--- src/rtl/student_fir_mac_if.sv ---
// Sample/coefficient/result bundle between a serial FIR MAC core and its driver.
interface student_fir_mac_if #(
  parameter int unsigned DATA_SIZE         = 16,
  parameter int unsigned COEFF_SIZE        = 16,
  parameter int unsigned NUM_TAPS          = 8,
  parameter int unsigned DATA_SIZE_FIR_OUT = 32
) ();
  logic                           valid_strobe_in;
  logic [DATA_SIZE-1:0]           sample_in;
  logic                           coeff_we;
  logic [$clog2(NUM_TAPS)-1:0]    coeff_addr;
  logic [COEFF_SIZE-1:0]          coeff_wdata;
  logic                           busy;
  logic [DATA_SIZE_FIR_OUT-2:0]   fir_out;
  logic                           valid_strobe_out;
  logic                           sat_flag;
  logic                           sample_dropped;

  modport master (
    output valid_strobe_in, sample_in, coeff_we, coeff_addr, coeff_wdata,
    input  busy, fir_out, valid_strobe_out, sat_flag, sample_dropped
  );

  modport slave (
    input  valid_strobe_in, sample_in, coeff_we, coeff_addr, coeff_wdata,
    output busy, fir_out, valid_strobe_out, sat_flag, sample_dropped
  );
endinterface

--- src/rtl/student_fir_mac.sv ---
// Serial multiply-accumulate FIR core: one tap per cycle, saturated result
// presented with a one-cycle valid strobe.
module student_fir_mac #(
  parameter int unsigned DATA_SIZE         = 16,
  parameter int unsigned COEFF_SIZE        = 16,
  parameter int unsigned NUM_TAPS          = 8,
  parameter int unsigned DATA_SIZE_FIR_OUT = 32
) (
  input logic              clk,
  input logic              rst_ni,
  student_fir_mac_if.slave bus
);
  localparam int unsigned AW    = $clog2(NUM_TAPS);
  localparam int unsigned PW    = DATA_SIZE + COEFF_SIZE;
  localparam int unsigned ACC_W = PW + AW;
  localparam int unsigned W     = DATA_SIZE_FIR_OUT - 1;
  localparam logic signed [ACC_W-1:0] ACC_MAX = {{(ACC_W-W+1){1'b0}}, {(W-1){1'b1}}};
  localparam logic signed [ACC_W-1:0] ACC_MIN = {{(ACC_W-W+1){1'b1}}, {(W-1){1'b0}}};

  typedef enum logic [1:0] {IDLE, MAC, DONE} state_e;
  state_e state_q, state_d;

  logic signed [DATA_SIZE-1:0]  x_q [NUM_TAPS];
  logic signed [COEFF_SIZE-1:0] c_q [NUM_TAPS];
  logic signed [ACC_W-1:0]      acc_q;
  logic [AW-1:0]                k_q;
  logic signed [PW-1:0]         prod;
  logic [W-1:0]                 fir_q;
  logic                         sat_q, vout_q, drop_q;
  logic                         last_tap, coeff_ok;
  logic                         busy, start, mac_en, done, coeff_wr;

  assign last_tap = (k_q == AW'(NUM_TAPS - 1));
  assign prod     = PW'(x_q[k_q]) * PW'(c_q[k_q]);

  // With a power-of-two tap count every address is a valid tap index.
  if (2**AW == NUM_TAPS) begin : g_addr_full
    assign coeff_ok = 1'b1;
  end else begin : g_addr_part
    assign coeff_ok = (32'(bus.coeff_addr) < NUM_TAPS);
  end

  always_ff @(posedge clk or negedge rst_ni) begin
    if (!rst_ni) state_q <= IDLE;
    else         state_q <= state_d;
  end

  always_comb begin
    state_d = state_q;
    unique case (state_q)
      IDLE:    if (bus.valid_strobe_in) state_d = MAC;
      MAC:     if (last_tap)            state_d = DONE;
      DONE:                             state_d = IDLE;
      default:                          state_d = IDLE;
    endcase
  end

  always_comb begin
    busy     = (state_q != IDLE);
    start    = (state_q == IDLE) && bus.valid_strobe_in;
    mac_en   = (state_q == MAC);
    done     = (state_q == DONE);
    coeff_wr = (state_q == IDLE) && bus.coeff_we && coeff_ok;
  end

  always_ff @(posedge clk or negedge rst_ni) begin
    if (!rst_ni) begin
      for (int unsigned i = 0; i < NUM_TAPS; i++) begin
        x_q[i] <= '0;
        c_q[i] <= '0;
      end
      acc_q  <= '0;
      k_q    <= '0;
      fir_q  <= '0;
      sat_q  <= 1'b0;
      vout_q <= 1'b0;
      drop_q <= 1'b0;
    end else begin
      // Coefficient write lands before the MAC phase reads it, so a same-cycle
      // strobe already sees the new value.
      if (coeff_wr) c_q[bus.coeff_addr] <= bus.coeff_wdata;
      if (start) begin
        x_q[0] <= bus.sample_in;
        for (int unsigned i = 1; i < NUM_TAPS; i++) x_q[i] <= x_q[i-1];
        acc_q <= '0;
        k_q   <= '0;
      end
      if (mac_en) begin
        acc_q <= acc_q + ACC_W'(prod);
        k_q   <= k_q + AW'(1);
      end
      vout_q <= done;
      if (done) begin
        if (acc_q > ACC_MAX) begin
          fir_q <= {1'b0, {(W-1){1'b1}}};
          sat_q <= 1'b1;
        end else if (acc_q < ACC_MIN) begin
          fir_q <= {1'b1, {(W-1){1'b0}}};
          sat_q <= 1'b1;
        end else begin
          fir_q <= acc_q[W-1:0];
          sat_q <= 1'b0;
        end
      end
      if (bus.valid_strobe_in && busy) drop_q <= 1'b1;
    end
  end

  assign bus.busy             = busy;
  assign bus.fir_out          = fir_q;
  assign bus.valid_strobe_out = vout_q;
  assign bus.sat_flag         = sat_q;
  assign bus.sample_dropped   = drop_q;
endmodule

--- src/flat_wrapper.sv ---
// flat-port wrapper written by rule: the top's interface ports become plain ports
module student_fir_mac_flat 
#(
  parameter int unsigned DATA_SIZE         = 16,
  parameter int unsigned COEFF_SIZE        = 16,
  parameter int unsigned NUM_TAPS          = 8,
  parameter int unsigned DATA_SIZE_FIR_OUT = 32
)
  (clk, rst_ni, bus_valid_strobe_in, bus_sample_in, bus_coeff_we, bus_coeff_addr, bus_coeff_wdata, bus_busy, bus_fir_out, bus_valid_strobe_out, bus_sat_flag, bus_sample_dropped);
  student_fir_mac_if #(.DATA_SIZE(DATA_SIZE), .COEFF_SIZE(COEFF_SIZE), .NUM_TAPS(NUM_TAPS), .DATA_SIZE_FIR_OUT(DATA_SIZE_FIR_OUT)) bus_i ();
  input logic clk;
  input logic rst_ni;
  input wire logic [$bits(bus_i.valid_strobe_in)-1:0] bus_valid_strobe_in;
  input wire logic [$bits(bus_i.sample_in)-1:0] bus_sample_in;
  input wire logic [$bits(bus_i.coeff_we)-1:0] bus_coeff_we;
  input wire logic [$bits(bus_i.coeff_addr)-1:0] bus_coeff_addr;
  input wire logic [$bits(bus_i.coeff_wdata)-1:0] bus_coeff_wdata;
  output wire logic [$bits(bus_i.busy)-1:0] bus_busy;
  output wire logic [$bits(bus_i.fir_out)-1:0] bus_fir_out;
  output wire logic [$bits(bus_i.valid_strobe_out)-1:0] bus_valid_strobe_out;
  output wire logic [$bits(bus_i.sat_flag)-1:0] bus_sat_flag;
  output wire logic [$bits(bus_i.sample_dropped)-1:0] bus_sample_dropped;
  assign bus_i.valid_strobe_in = bus_valid_strobe_in;
  assign bus_i.sample_in = bus_sample_in;
  assign bus_i.coeff_we = bus_coeff_we;
  assign bus_i.coeff_addr = bus_coeff_addr;
  assign bus_i.coeff_wdata = bus_coeff_wdata;
  assign bus_busy = bus_i.busy;
  assign bus_fir_out = bus_i.fir_out;
  assign bus_valid_strobe_out = bus_i.valid_strobe_out;
  assign bus_sat_flag = bus_i.sat_flag;
  assign bus_sample_dropped = bus_i.sample_dropped;
  student_fir_mac #(.DATA_SIZE(DATA_SIZE), .COEFF_SIZE(COEFF_SIZE), .NUM_TAPS(NUM_TAPS), .DATA_SIZE_FIR_OUT(DATA_SIZE_FIR_OUT)) u_core (.clk(clk), .rst_ni(rst_ni), .bus(bus_i));
endmodule
--- config.mk ---
export PLATFORM = sky130hd
export DESIGN_NAME = student_fir_mac_flat
export DESIGN_NICKNAME = d
export VERILOG_FILES = /design/src/rtl/student_fir_mac_if.sv /design/src/rtl/student_fir_mac.sv /design/src/flat_wrapper.sv
export SDC_FILE = /design/constraint.sdc
export NUM_CORES = 1
export LEC_CHECK = 0
export ABC_AREA = 1
export BUFFER_PORTS_ARGS = -buffer_cell sky130_fd_sc_hd__buf_2
export CORE_MARGIN = 2
export CORE_UTILIZATION = 60
export DETAILED_ROUTE_END_ITERATION = 12
export GPL_ROUTABILITY_DRIVEN = 1
export PLACE_DENSITY_LB_ADDON = 0.12
export SYNTH_ARGS = -nofsm -noshare
export SYNTH_HDL_FRONTEND = slang
export SYNTH_SLANG_ARGS = --single-unit
--- constraint.sdc ---
create_clock -name clk -period 7.7 [get_ports clk]
set_input_delay 0.385 -clock clk [delete_from_list [all_inputs] [get_ports clk]]
set_output_delay 0.385 -clock clk [all_outputs]
set_load 0.02 [all_outputs]
==> results of run 1 <==
[sequential cells by signal (all words and copies together), names as in the netlist]
name / cells
u_core.bus.fir_out: 31
u_core.acc_q: 35
u_core.state_q: 2
u_core.bus.sample_dropped: 1
u_core.x_q: 128
u_core.bus.sat_flag: 1
u_core.bus.valid_strobe_out: 1
u_core.c_q: 128
u_core.k_q: 3
[per-layer routing]
| layer | wire length (um) | track usage (%) | up-vias | part of all wire, % |
|---|---|---|---|---|
| li1 | - | - | 9831 | - |
| met1 | 28200 | 41.8 | 10367 | 43 |
| met2 | 30100 | 48.1 | 715 | 46 |
| met3 | 5290 | 6.23 | 140 | 8.0 |
| met4 | 2390 | 10.1 | 0 | 3.6 |
| met5 | 0 | 0 | - | 0 |
[cells in the mapped netlist, types with 3 or more instances]
cell type	number
a21o_1	3
a21oi_1	122
a21oi_2	6
a22o_1	5
and3_1	3
buf_2	55
buf_4	14
buf_6	12
clkbuf_1	52
dfrtp_1	330
fa_1	310
ha_1	106
inv_1	569
inv_2	14
inv_4	7
nand2_1	761
nand3_1	42
nand3b_1	3
nand4_1	15
nor2_1	255
nor2_2	7
nor3_1	5
o21ai_0	392
o21ai_1	26
o21ai_2	13
o21ai_4	10
o21bai_1	7
o22ai_1	15
xnor2_1	10
[kinds of logic (layout without fill, tap and decap cells)]
family / count (synthesis) / count (layout) / share of synthesized area (%)
mux: 1 / 1 / 0.0850
flops: 330 / 330 / 31.2
buf+inv: 728 / 786 / 11.2
simple gates: 1102 / 1102 / 16.3
compound gates: 607 / 607 / 12.5
fa+ha+maj: 416 / 416 / 28.4
xor+xnor: 11 / 11 / 0.364
[area by class of cell]
cell class | count | share of cell area (%)
clock buffer | 57 | 3.83
clock inverter | 12 | 0.670
inverter | 591 | 7.80
tap | 592 | 2.58
timing repair buffer | 126 | 3.00
multi-input combinational | 2137 | 53.4
sequential | 330 | 28.7
[worst reg2reg max path, delay by kind of cell (launching register included)]
family / cells / cell delay [ns]
compound gates: 5 / 1.20
fa+ha+maj: 7 / 3.38
buf+inv: 8 / 0.84
flops: 1 / 0.53
simple gates: 9 / 1.20
[stage by stage]
| stage | area, um2 | cells | hold slack (ns) |
|---|---|---|---|
| global placement | 27300 | 3771 | 0.457 |
| detailed placement | 27300 | 3771 | 0.461 |
| CTS | 28700 | 3844 | 0.00424 |
| global route | 28800 | 3845 | 0.0154 |
| floorplan | 26500 | 3195 | 0.0894 |
| finish | 28800 | 3845 | 0.0326 |
[what timing repair did]
item / in CTS / in global routing
endpoints found under the setup margin: 0 / 14
setup buffers: 0 / 1
endpoints found under the hold margin: 14 / 0
hold buffers: 4 / 0
gates resized for setup: 0 / 18
[how the worst min path moves through the flow]
stage / from / to / slack [ns] / depth (start not counted)
4_1_cts: bus_sample_in[9] / u_core.x_q[121] / 0.004 / 3
6_report: bus_sample_in[8] / u_core.x_q[120] / 0.03 / 3
3_5_place_dp: u_core.bus.fir_out[10] / u_core.bus.fir_out[10] / 0.46 / 2
2_1_floorplan: rst_ni / u_core.acc_q[0] / 0.09 / 0
3_3_place_gp: u_core.bus.fir_out[24] / u_core.bus.fir_out[24] / 0.46 / 2
5_1_grt: bus_sample_in[9] / u_core.x_q[121] / 0.02 / 3
==> impl_metrics.py, run 1 <==
metrics = {
    "setup_path": {
        "rrSetupSlack_ns": 0.46,
        "critPathKind": "flip-flop to flip-flop",
        "critical_path.max_fanout": 63,
        "rr_endpoint": "u_core.acc_q[29]",
        "cpMaxStageDelayCell": "fa_1",
        "arrival_ns": 7.71,
        "worst_path_largest_cell_delay_ns": 0.58,
        "cp-start-kind": "flip-flop",
        "critical_path.endpoint": "u_core.acc_q[29]",
        "rr_worst_depth": 29,
        "crit_start": "u_core.k_q[0]",
        "rr_startpoint": "u_core.k_q[0]",
        "crit_path_end_kind": "flip-flop",
        "critPathTopFamily": "adder cells",
        "worstPathRequired_ns": 8.17,
        "critPathBufInv": 8,
        "crit_cells": 29,
    },
    "finish": {
        "drive_above_1_share_pct": 7.93,
        "seqCellArea_mm2": 0.00826,
        "final_util_pct": 65.4,
        "multi_input_area_mm2": 0.0153,
        "nets": 3679,
        "fill_cells": 3786,
        "area_delta_synth_final_pct": 8.48,
        "layout_commonest_cell": "nand2_1",
        "most-common-layout-cells": "nand2_1, inv_1, o21ai_0",
        "antenna_cells": 0,
    },
    "floorplanning": {
        "initial_core_util_pct": 60.3,
        "num_io_pins": 74,
        "core_mm2": 0.0439,
        "die-area_mm2": 0.0459,
        "num_rows": 77,
        "die_h_um": 214,
        "fp.dieW_um": 214,
    },
    "synthesis": {
        "yosys_warnings": 0,
        "ys.flop_type": "dfrtp_1",
        "synth_edf_count": 0,
        "syn-cell-area_mm2": 0.0265,
        "ys_async_sr_fraction_pct": 100,
        "synthCells": 3195,
        "synth_seq_cells": 330,
        "yosysTopAreaCell": "dfrtp_1",
        "synth_top_area_share_pct": 31.2,
        "synthTopCellsByArea": "dfrtp_1, fa_1, nand2_1",
        "synthesis.nets": 3650,
        "ys_types": 47,
        "syn_area_per_cell_um2": 8.29,
        "seq_area_frac_synth_pct": 31.2,
    },
    "grt": {
        "first_global_vias": 21851,
        "grt_max_degree": 130,
        "overflow": 0,
        "grt_pass1_wl_um": 111000,
        "antenna_found_initial": 0,
        "gr-usage-all-layers_pct": 30.2,
    },
    "timing": {
        "setup_tns_ns": 0,
        "fmax_mhz": 138,
        "rsz0062_at_grt": "yes",
        "setup_ws_ns": 0.457,
        "setup_viol": 0,
        "hold_violations": 0,
        "fin_skew_ns": 0.0439,
        "max-slew-margin-rel_pct": 19.1,
        "period_needed_ns": 7.24,
        "maxSlewViolCount": 0,
        "worst_pin_slew_ns": 1.21,
        "period_share_pct": 94.1,
    },
    "place": {
        "globalplace.congestion": 0.997,
        "dp_slack_ns": 0.202,
        "numPortBuffers": 73,
        "dp_hpwl_um": 48300,
    },
    "route": {
        "ant_nets": 0,
        "num_vias": 21053,
        "wire_per_inst_um": 17.2,
        "wirelength_um": 66000,
        "drt_iter0_drc": 1821,
        "post-route-drc-count": 0,
        "viasPerCell": 5.48,
        "first_pass_iters": 5,
    },
    "flow_run": {
        "max_cap_viol_count": 0,
    },
    "clock_network": {
        "cts_tree": "built",
        "cts_buffers": 38,
        "cts-root-buf": "clkbuf_16",
        "ctsLongestPathBuffers": 3,
        "clk_pin_slew_ns": 0.06,
        "cts_max_level": 2,
        "clk_latency_ns": 0.58,
        "cts.sinks": 330,
    },
    "min_path": {
        "holdCritPathClass": "input pin to flip-flop",
    },
    "outcome": {
        "status": "finished clean",
    },
}
Power of run 1 is not shown: default switching activity piles up to over one toggle a cycle in this logic, so the estimate is an artifact.
==> run 2: changes to the inputs <==
- CORE_UTILIZATION: 60 -> 55
==> run 2 against run 1 <==
Against the previous run: register-to-register slack gained 0.03 ns; first-iteration DRC count increased by 0.55%; via count shrank 1.4%; final cell count is 0.70% higher; worst hold slack got worse by 0.0082 ns; setup slack better by 0.030 ns; die area is 8.9% higher; fmax grew 0.41%; sequential share of layout area hardly changed.
==> impl_metrics.py, run 2 (synthesis gave the netlist of run 1 again) <==
metrics = {
    "flow_run": {
        "max_cap_viol_count": 0,
    },
    "setup_path": {
        "rr_startpoint": "u_core.k_q[0]",
        "crit_start": "u_core.k_q[0]",
        "rr_endpoint": "u_core.acc_q[23]",
        "cpMaxStageDelayCell": "dfrtp_4",
        "rr_worst_depth": 30,
        "rrSetupSlack_ns": 0.49,
        "worstPathRequired_ns": 8.14,
        "cp-start-kind": "flip-flop",
        "critPathKind": "flip-flop to flip-flop",
        "worst_path_largest_cell_delay_ns": 0.55,
        "crit_path_end_kind": "flip-flop",
        "arrival_ns": 7.66,
        "critical_path.max_fanout": 28,
        "critical_path.endpoint": "u_core.acc_q[23]",
    },
    "grt": {
        "first_global_vias": 21758,
        "grt_pass1_wl_um": 113000,
        "overflow": 0,
        "met3_usage_pct": 5.51,
        "gr-usage-all-layers_pct": 28.6,
        "grt_util_met1_pct": 40.6,
        "top_usage_layer": "met2",
        "grt_max_degree": 179,
        "use_met2_pct": 45.3,
        "antenna_found_initial": 1,
    },
    "finish": {
        "drive_above_1_share_pct": 8.01,
        "final_util_pct": 60.2,
        "nets": 3685,
        "area_delta_synth_final_pct": 8.31,
        "fill_cells": 4261,
        "layout_commonest_cell": "nand2_1",
        "reg_top3": "u_core.c_q (128), u_core.x_q (128), u_core.acc_q (35)",
        "most-common-layout-cells": "nand2_1, inv_1, o21ai_0",
        "antenna_cells": 0,
    },
    "timing": {
        "setup_viol": 0,
        "hold_violations": 0,
        "hold_ws_ns": 0.0244,
        "period_needed_ns": 7.21,
        "fin_skew_ns": 0.0187,
        "fmax_mhz": 139,
        "period_share_pct": 93.7,
        "worst_pin_slew_ns": 1.28,
        "rsz0062_at_grt": "no",
        "setup_tns_ns": 0,
        "max-slew-margin-rel_pct": 14.2,
        "maxSlewViolCount": 0,
        "setup_ws_ns": 0.487,
    },
    "route": {
        "ant_nets": 0,
        "post-route-drc-count": 0,
        "num_vias": 20768,
        "viasPerCell": 5.36,
        "drt_iter0_drc": 1831,
        "wire_per_inst_um": 17.3,
        "wirelength_um": 66900,
        "first_pass_iters": 6,
    },
    "floorplanning": {
        "initial_core_util_pct": 55.6,
        "num_io_pins": 74,
        "die_h_um": 224,
        "die-area_mm2": 0.0500,
        "num_rows": 80,
        "fp.dieW_um": 224,
        "core_mm2": 0.0476,
    },
    "place": {
        "dp_hpwl_um": 50100,
        "dp_slack_ns": 0.570,
        "globalplace.congestion": 0.953,
        "numPortBuffers": 73,
    },
    "clock_network": {
        "cts_tree": "built",
        "cts-root-buf": "clkbuf_16",
        "clk_latency_ns": 0.56,
        "ctsLongestPathBuffers": 3,
        "clk_pin_slew_ns": 0.06,
        "cts_buffers": 39,
        "cts_max_level": 2,
        "cts.sinks": 330,
    },
    "outcome": {
        "status": "finished clean",
    },
    "min_path": {
        "holdCritPathClass": "input pin to flip-flop",
    },
}
run 2: cell types whose count changed in the layout (fill, tap and decap cells not counted), sizes merged:
cell | before | now
buf | 122 | 130
bufinv | 4 | 1
dlygate4sd3 | 4 | 1
clkbuf | 57 | 58
clkinv | 6 | 7
run 2: how the worst min path moves through the flow:
stage,start,to,slack [ns],cells after the start
2_1_floorplan,rst_ni,u_core.acc_q[0],0.09,0
3_3_place_gp,rst_ni,u_core.x_q[118],0.46,1
3_5_place_dp,rst_ni,u_core.x_q[122],0.46,1
4_1_cts,bus_sample_in[7],u_core.x_q[119],0.003,3
5_1_grt,bus_sample_in[5],u_core.x_q[117],0.02,3
6_report,bus_sample_in[7],u_core.x_q[119],0.02,3
run 2: stage by stage:
| stage | instances | cell area, um2 |
|---|---|---|
| after floorplan | 3195 | 26500 |
| after global placement | 3803 | 27400 |
| after detailed placement | 3803 | 27400 |
| after CTS | 3872 | 28700 |
| after global routing | 3872 | 28700 |
| final | 3872 | 28700 |
run 2: cell type report:
| type | count | area, um2 | share of cell area [%] |
|---|---|---|---|
| flip-flops and latches | 330 | 8260 | 28.8 |
| well taps | 615 | 769 | 2.68 |
| clock inverters | 10 | 104 | 0.362 |
| clock buffers | 58 | 1170 | 4.07 |
| repair buffers | 131 | 863 | 3.01 |
| multi-input cells | 2137 | 15300 | 53.3 |
| inverters | 591 | 2240 | 7.80 |
run 2: repair_timing:
| action | 4_1_cts | 5_1_grt |
|---|---|---|
| hold buffers | 1 | 0 |
| gates resized for setup | 0 | 2 |
| hold endpoints to repair | 89 | 0 |
| endpoints found under the setup margin | 0 | 5 |
| setup buffers | 0 | 0 |
run 2: metal layers:
metal,part of all wire (%),routed length [um]
met2,46,31000
met5,0,0
met4,2.2,1500
met1,44,29500
met3,7.4,4920
run 2: worst max-delay path, delay by kind of cell, from the launching register on:
family                   cells  cell delay [ns]
AND/OR/NAND/NOR             11             1.46
buffers and inverters        9             1.17
AO/OA/AOI/OAI                3             0.58
adder cells (fa/ha/maj)      7             3.30
flip-flops                   1             0.55
Power of run 2 is left out for the same reason.
